===== config.mk =====
export PLATFORM = sky130hd
export DESIGN_NAME = sprite_eval
export DESIGN_NICKNAME = d
export VERILOG_FILES = /design/src/rtl/ppu_pkg.sv /design/src/rtl/sprite_eval.sv
export SDC_FILE = /design/constraint.sdc
export NUM_CORES = 1
export LEC_CHECK = 0
export ABC_AREA = 1
export CAP_MARGIN = 10
export CORE_MARGIN = 3
export CORE_UTILIZATION = 49
export DETAILED_ROUTE_END_ITERATION = 6
export PLACE_DENSITY = 0.76
export REMOVE_ABC_BUFFERS = 1
export SLEW_MARGIN = 20
export SYNTH_ARGS = -nofsm -noshare
export SYNTH_HDL_FRONTEND = slang
export SYNTH_SLANG_ARGS = --single-unit

===== constraint.sdc =====
create_clock -name vga_clk -period 3.75 [get_ports vga_clk]
set_input_delay 0.5625 -clock vga_clk [delete_from_list [all_inputs] [get_ports vga_clk]]
set_output_delay 0.5625 -clock vga_clk [all_outputs]
set_load 0.01 [all_outputs]

===== src/rtl/ppu_pkg.sv =====
// Shared PPU sprite-evaluation types and constants.
package ppu_pkg;

  localparam int unsigned N_SLOTS     = 8;
  localparam int unsigned N_SPR       = 64;
  localparam int unsigned EVAL_X      = 512;
  localparam int unsigned COMMIT_X    = 767;
  localparam int unsigned PRERENDER_Y = 524;
  localparam int unsigned VBL_CLR_Y   = 520;
  localparam int unsigned SPR_H_SHORT = 8;
  localparam int unsigned SPR_H_TALL  = 16;
  localparam int unsigned SLOT_W      = $clog2(N_SLOTS);
  localparam int unsigned IDX_W       = $clog2(N_SPR);

  typedef struct packed {
    logic [7:0] y;
    logic [7:0] tile;
    logic [7:0] attr;
    logic [7:0] x;
    logic [3:0] row;
  } spr_entry_t;

  typedef enum logic [2:0] {
    IDLE,
    CLEAR,
    RD_Y,
    CHK_Y,
    COPY,
    DONE
  } eval_state_t;

endpackage


===== src/rtl/sprite_eval.sv =====
// Per-scanline sprite evaluation: scans primary OAM, selects up to 8 sprites
// for the next line and commits them to a stable output set at COMMIT_X.
module sprite_eval
  import ppu_pkg::*;
(
  input  logic                       vga_clk,
  input  logic                       reset,
  input  logic [9:0]                 drx,
  input  logic [9:0]                 dry,
  input  logic                       spr_en,
  input  logic                       tall,
  output logic [7:0]                 oam_rd_addr,
  input  logic [7:0]                 oam_rd_data,
  output logic [3:0]                 spr_count,
  output logic [N_SLOTS-1:0][7:0]    spr_y,
  output logic [N_SLOTS-1:0][7:0]    spr_tile,
  output logic [N_SLOTS-1:0][7:0]    spr_attr,
  output logic [N_SLOTS-1:0][7:0]    spr_x,
  output logic [N_SLOTS-1:0][3:0]    spr_row,
  output logic                       spr0_in,
  output logic                       overflow,
  output logic                       busy
);

  eval_state_t            state;
  logic [7:0]             tgt_line;
  logic [IDX_W-1:0]       n;
  logic [1:0]             k;
  logic [3:0]             wcount;
  logic                   found0;
  spr_entry_t             work [N_SLOTS];
  logic [1:0]             cap_sel;
  logic [SLOT_W-1:0]      cap_slot;

  logic                   has_tgt_c;
  logic [7:0]             tgt_c;
  logic [8:0]             dist_c;
  logic                   in_range_c;
  logic                   last_c;
  logic                   start_c;
  logic                   commit_c;

  // Target line for the scanline being rendered next; odd VGA lines only.
  always_comb begin
    has_tgt_c = 1'b0;
    tgt_c     = 8'h00;
    if (dry == 10'(PRERENDER_Y)) begin
      has_tgt_c = 1'b1;
    end else if (dry[0] && (dry[9:1] < 9'd239)) begin
      has_tgt_c = 1'b1;
      tgt_c     = 8'(dry[9:1] + 9'd1);
    end
  end

  always_comb begin
    dist_c     = {1'b0, tgt_line} - {1'b0, oam_rd_data} - 9'd1;
    in_range_c = !dist_c[8] &&
                 (dist_c[7:0] < (tall ? 8'(SPR_H_TALL) : 8'(SPR_H_SHORT)));
    last_c     = (n == IDX_W'(N_SPR - 1));
    start_c    = (drx == 10'(EVAL_X)) && has_tgt_c;
    commit_c   = (drx == 10'(COMMIT_X));
  end

  always_ff @(posedge vga_clk) begin
    if (reset) begin
      state       <= IDLE;
      tgt_line    <= 8'h00;
      n           <= '0;
      k           <= 2'd0;
      wcount      <= 4'd0;
      found0      <= 1'b0;
      cap_sel     <= 2'd0;
      cap_slot    <= '0;
      oam_rd_addr <= 8'h00;
      spr_count   <= 4'd0;
      spr_y       <= '0;
      spr_tile    <= '0;
      spr_attr    <= '0;
      spr_x       <= '0;
      spr_row     <= '0;
      spr0_in     <= 1'b0;
      overflow    <= 1'b0;
      busy        <= 1'b0;
      for (int i = 0; i < N_SLOTS; i++) work[i] <= '0;
    end else begin
      // Byte read during the previous COPY cycle lands one cycle later.
      case (cap_sel)
        2'd1:    work[cap_slot].tile <= oam_rd_data;
        2'd2:    work[cap_slot].attr <= oam_rd_data;
        2'd3:    work[cap_slot].x    <= oam_rd_data;
        default: ;
      endcase
      cap_sel <= 2'd0;

      if (dry == 10'(VBL_CLR_Y)) overflow <= 1'b0;

      if (commit_c) begin
        state       <= IDLE;
        busy        <= 1'b0;
        oam_rd_addr <= 8'h00;
        if (has_tgt_c) begin
          spr_count <= wcount;
          spr0_in   <= found0;
          for (int i = 0; i < N_SLOTS; i++) begin
            if (4'(i) < wcount) begin
              spr_y[i]    <= work[i].y;
              spr_tile[i] <= work[i].tile;
              spr_attr[i] <= work[i].attr;
              spr_x[i]    <= work[i].x;
              spr_row[i]  <= work[i].row;
            end else begin
              spr_y[i]    <= 8'hFF;
              spr_tile[i] <= 8'h00;
              spr_attr[i] <= 8'h00;
              spr_x[i]    <= 8'h00;
              spr_row[i]  <= 4'h0;
            end
          end
        end
      end else begin
        case (state)
          IDLE: begin
            if (start_c) begin
              tgt_line <= tgt_c;
              if (spr_en) begin
                state <= CLEAR;
                busy  <= 1'b1;
              end else begin
                wcount <= 4'd0;
                found0 <= 1'b0;
              end
            end
          end
          CLEAR: begin
            wcount      <= 4'd0;
            n           <= '0;
            found0      <= 1'b0;
            oam_rd_addr <= 8'h00;
            state       <= RD_Y;
          end
          RD_Y: state <= CHK_Y;
          CHK_Y: begin
            if (in_range_c && (wcount < 4'(N_SLOTS))) begin
              work[wcount[SLOT_W-1:0]].y   <= oam_rd_data;
              work[wcount[SLOT_W-1:0]].row <= dist_c[3:0];
              if (n == '0) found0 <= 1'b1;
              oam_rd_addr <= {n, 2'd1};
              k           <= 2'd1;
              state       <= COPY;
            end else if (in_range_c) begin
              overflow    <= 1'b1;
              state       <= DONE;
              busy        <= 1'b0;
              oam_rd_addr <= 8'h00;
            end else if (last_c) begin
              state       <= DONE;
              busy        <= 1'b0;
              oam_rd_addr <= 8'h00;
            end else begin
              n           <= n + IDX_W'(1);
              oam_rd_addr <= {n + IDX_W'(1), 2'b00};
              state       <= RD_Y;
            end
          end
          COPY: begin
            cap_sel  <= k;
            cap_slot <= wcount[SLOT_W-1:0];
            if (k != 2'd3) begin
              k           <= k + 2'd1;
              oam_rd_addr <= {n, k + 2'd1};
            end else begin
              wcount <= wcount + 4'd1;
              if (last_c) begin
                state       <= DONE;
                busy        <= 1'b0;
                oam_rd_addr <= 8'h00;
              end else begin
                n           <= n + IDX_W'(1);
                oam_rd_addr <= {n + IDX_W'(1), 2'b00};
                state       <= RD_Y;
              end
            end
          end
          DONE:    ;
          default: state <= IDLE;
        endcase
      end
    end
  end

endmodule


==> flow_metrics.env <==
export IMPL_status="complete, no violations"
export IMPL_grt_pass1_vias=17800
export IMPL_worstMarginPinSlew_ns=0.893
export IMPL_grt_pass1_wl_um=101000
export IMPL_ir_drop_mv=0.396
export IMPL_yosysUniqueCellTypes=45
export IMPL_fp_dieW_um=225
export IMPL_min_from="spr_x[19]"
export IMPL_synth_area_top_cells="edfxtp_1, dfxtp_1, nand2_1"
export IMPL_io_buffers=334
export IMPL_ys_seq_area_frac=0.651
export IMPL_start_kind="input pin"
export IMPL_cts_max_level=2
export IMPL_cts_setup_buffers=0
export IMPL_cts_tree="yes"
export IMPL_finalNetCount=2768
export IMPL_dp_hpwl_um=43200
export IMPL_netlist_area_mm2=0.0235
export IMPL_synth_ff_type="dfxtp_1"
export IMPL_ctsResizeCount=0
export IMPL_synthCells=2425
export IMPL_fin_ws_ns=0.480
export IMPL_worst_endpoint_arrival_ns=3.59
export IMPL_required_ns=4.07
export IMPL_async_flop_share=0
export IMPL_yosysMostFrequentCell="nand2_1"
export IMPL_rsz0062_at_grt="false"
export IMPL_p_seq_frac=0.528
export IMPL_p_clk_frac=0.447
export IMPL_final_max_slew_viol_count=0
export IMPL_p_sw_mw=2.86
export IMPL_max_freq_ghz=0.306
export IMPL_netlist_area_leader_share=0.368
export IMPL_die_y_um=225
export IMPL_clk_pin_slew_ns=0.06
export IMPL_clk_path_buf_depth=3
export IMPL_synth_edf_count=288
export IMPL_via_count=18700
export IMPL_hold_depth=2
export IMPL_layout_drive_gt1_share=0.0718
export IMPL_p_per_area_mw_per_mm2=462
export IMPL_grt_max_degree=124
export IMPL_reg2regPathDepth=16
export IMPL_drt_iter0_drc=1689
export IMPL_crit_path_end_kind="register"
export IMPL_clkLatencyLatePin_ns=0.63
export IMPL_setup_violations_final=0
export IMPL_core_mm2=0.0470
export IMPL_hold_path_end="spr_x[19]"
export IMPL_wirelength_um=66500
export IMPL_drtPass1Iterations=6
export IMPL_worst_hold_slack_ns=0.463
export IMPL_grt_overflow=0
export IMPL_swShare=0.210
export IMPL_finClkSkew_ns=0.0229
export IMPL_cts_sinks=620
export IMPL_cts_root_buf="clkbuf_16"
export IMPL_routed_via_density=5.53
export IMPL_cts_hold_fix_buffers=0
export IMPL_fin_crit_ns=3.27
export IMPL_critical_path_class="input pin to register"
export IMPL_yosysTopAreaCell="edfxtp_1"
export IMPL_post_route_drc_count=0
export IMPL_synth_seq_cells=620
export IMPL_p_int_mw=10.8
export IMPL_rows=79
export IMPL_n_fill_cell=3693
export IMPL_leakagePower_nw=10.8
export IMPL_max_cap_violations=0
export IMPL_fp_dieArea_mm2=0.0506
export IMPL_grt_usage=0.256
export IMPL_io_pins=335
export IMPL_numCtsBuffers=61
export IMPL_synthToLayoutAreaGrowth_pct=25.6
export IMPL_timing_rr_start="tgt_line[0]"
export IMPL_synth_area_per_cell_um2=9.68
export IMPL_reg2reg_setup_slack_ns=0.54
export IMPL_timing_rr_end="work[6][34]"
export IMPL_synth_common_cells="nand2_1, nor2_1, dfxtp_1"
export IMPL_hold_class="register to register"
export IMPL_hold_violations=0
export IMPL_place_congestion=0.904
export IMPL_antenna_found_initial=2
export IMPL_start_util=0.500
export IMPL_period_share=0.872
export IMPL_ys_warn_count=0
export IMPL_cp_max_fo=12
export IMPL_pre_cts_slack_ns=-0.109
export IMPL_wl_per_cell_um=19.7
export IMPL_antenna_left=0
export IMPL_relSlewSlack=0.405
export IMPL_comb_power_share=0.025
power groups by stage:
stage               Clock [mW]  Combinational (mW)  Sequential (mW)
floorplan                    0               0.132             7.33
global placement             0               0.335             7.34
detailed placement           0               0.341             7.34
CTS                       6.17               0.343             7.20
global route              6.45               0.367             7.20
finish                    6.09               0.346             7.20
placed cells by master (no fill, tap or decap), types with 4 or more instances in the layout:
master / instances
inv_1: 78
clkinv_2: 10
clkinv_1: 7
a22oi_1: 4
o221a_2: 8
clkinvlp_4: 5
nand2_1: 423
nand3_1: 227
dfxtp_1: 332
nor3_1: 72
a21oi_1: 254
o21ai_0: 80
clkbuf_8: 7
nand2_2: 8
xor2_1: 6
edfxtp_1: 288
bufinv_16: 4
nor2_1: 392
clkbuf_1: 18
a31oi_1: 4
inv_2: 13
buf_4: 43
nand4_1: 18
clkbuf_16: 64
clkdlybuf4s50_1: 333
buf_12: 11
ha_1: 16
through the flow:
stage           util  cell area (µm²)  TNS [ns]  cells  total power [mW]
2_1_floorplan      -            22800  -1817.06   2268              7.46
3_3_place_gp   0.585            27500     -1.34   3263              7.68
3_5_place_dp   0.585            27500     -5.27   3263              7.68
4_1_cts        0.628            29500         0   3379              13.7
5_1_grt        0.628            29500         0   3381              14.0
6_report       0.628            29500         0   3381              13.6
layout make-up:
cell class	count	area, µm²	area share
multi-input cells	1551	7140	0.242
clock buffers	88	1750	0.0594
repair buffers	388	3890	0.132
clock inverters	28	270	0.00916
inverters	97	375	0.0127
well taps	607	759	0.0258
diodes	2	5.00	0.000170
flip-flops and latches	620	15300	0.519
worst max-delay path: stages:
cell	delay [ns]
clkdlybuf4s50_1	0.42
inv_2	0.10
ha_1	0.18
inv_1	0.07
fa_1	0.39
o21bai_1	0.23
xor2_1	0.18
ha_1	0.24
nand2_1	0.07
nand3_1	0.12
nor2_4	0.16
nand4_4	0.09
clkinv_2	0.11
nand2_4	0.08
nor2_4	0.21
nand2_2	0.10
nand2_1	0.12
buf_12	0.15
sequential cells by signal, indices dropped and copies added (netlist names), 2 cells and up:
| register | count |
|---|---|
| cap_sel | 2 |
| wcount | 4 |
| n | 6 |
| spr_x | 64 |
| work | 288 |
| spr_attr | 64 |
| spr_count | 4 |
| k | 2 |
| spr_row | 32 |
| spr_tile | 64 |
| oam_rd_addr | 8 |
| tgt_line | 8 |
| spr_y | 64 |
| state | 3 |
| cap_slot | 3 |
how the worst max path moves through the flow:
stage	startpoint	to	depth (start not counted)
3_5_place_dp	oam_rd_data[0]	work[0][1]	18
5_1_grt	oam_rd_data[0]	work[0][2]	18
3_3_place_gp	oam_rd_data[0]	work[0][1]	18
4_1_cts	oam_rd_data[0]	work[6][34]	18
2_1_floorplan	dry[2]	spr_y[56]	10
6_report	oam_rd_data[0]	work[6][34]	18
routing by layer:
metal,part of all wire,vias to the layer above,GRT usage
li1,-,8794,-
met1,0.41,8993,0.339
met2,0.48,781,0.426
met3,0.084,136,0.0498
met4,0.033,0,0.0847
met5,0,-,0
cell families (layout without fill, tap and decap cells):
logic type	after synthesis	after routing	share of synthesized area
xor+xnor	7	7	0.00261
compound gates	361	361	0.0808
other cells	0	2	0
flops	620	620	0.651
buf+inv	254	601	0.0460
simple gates	1166	1166	0.210
fa+ha+maj	17	17	0.00938
Power figures use the tool's default switching activity.
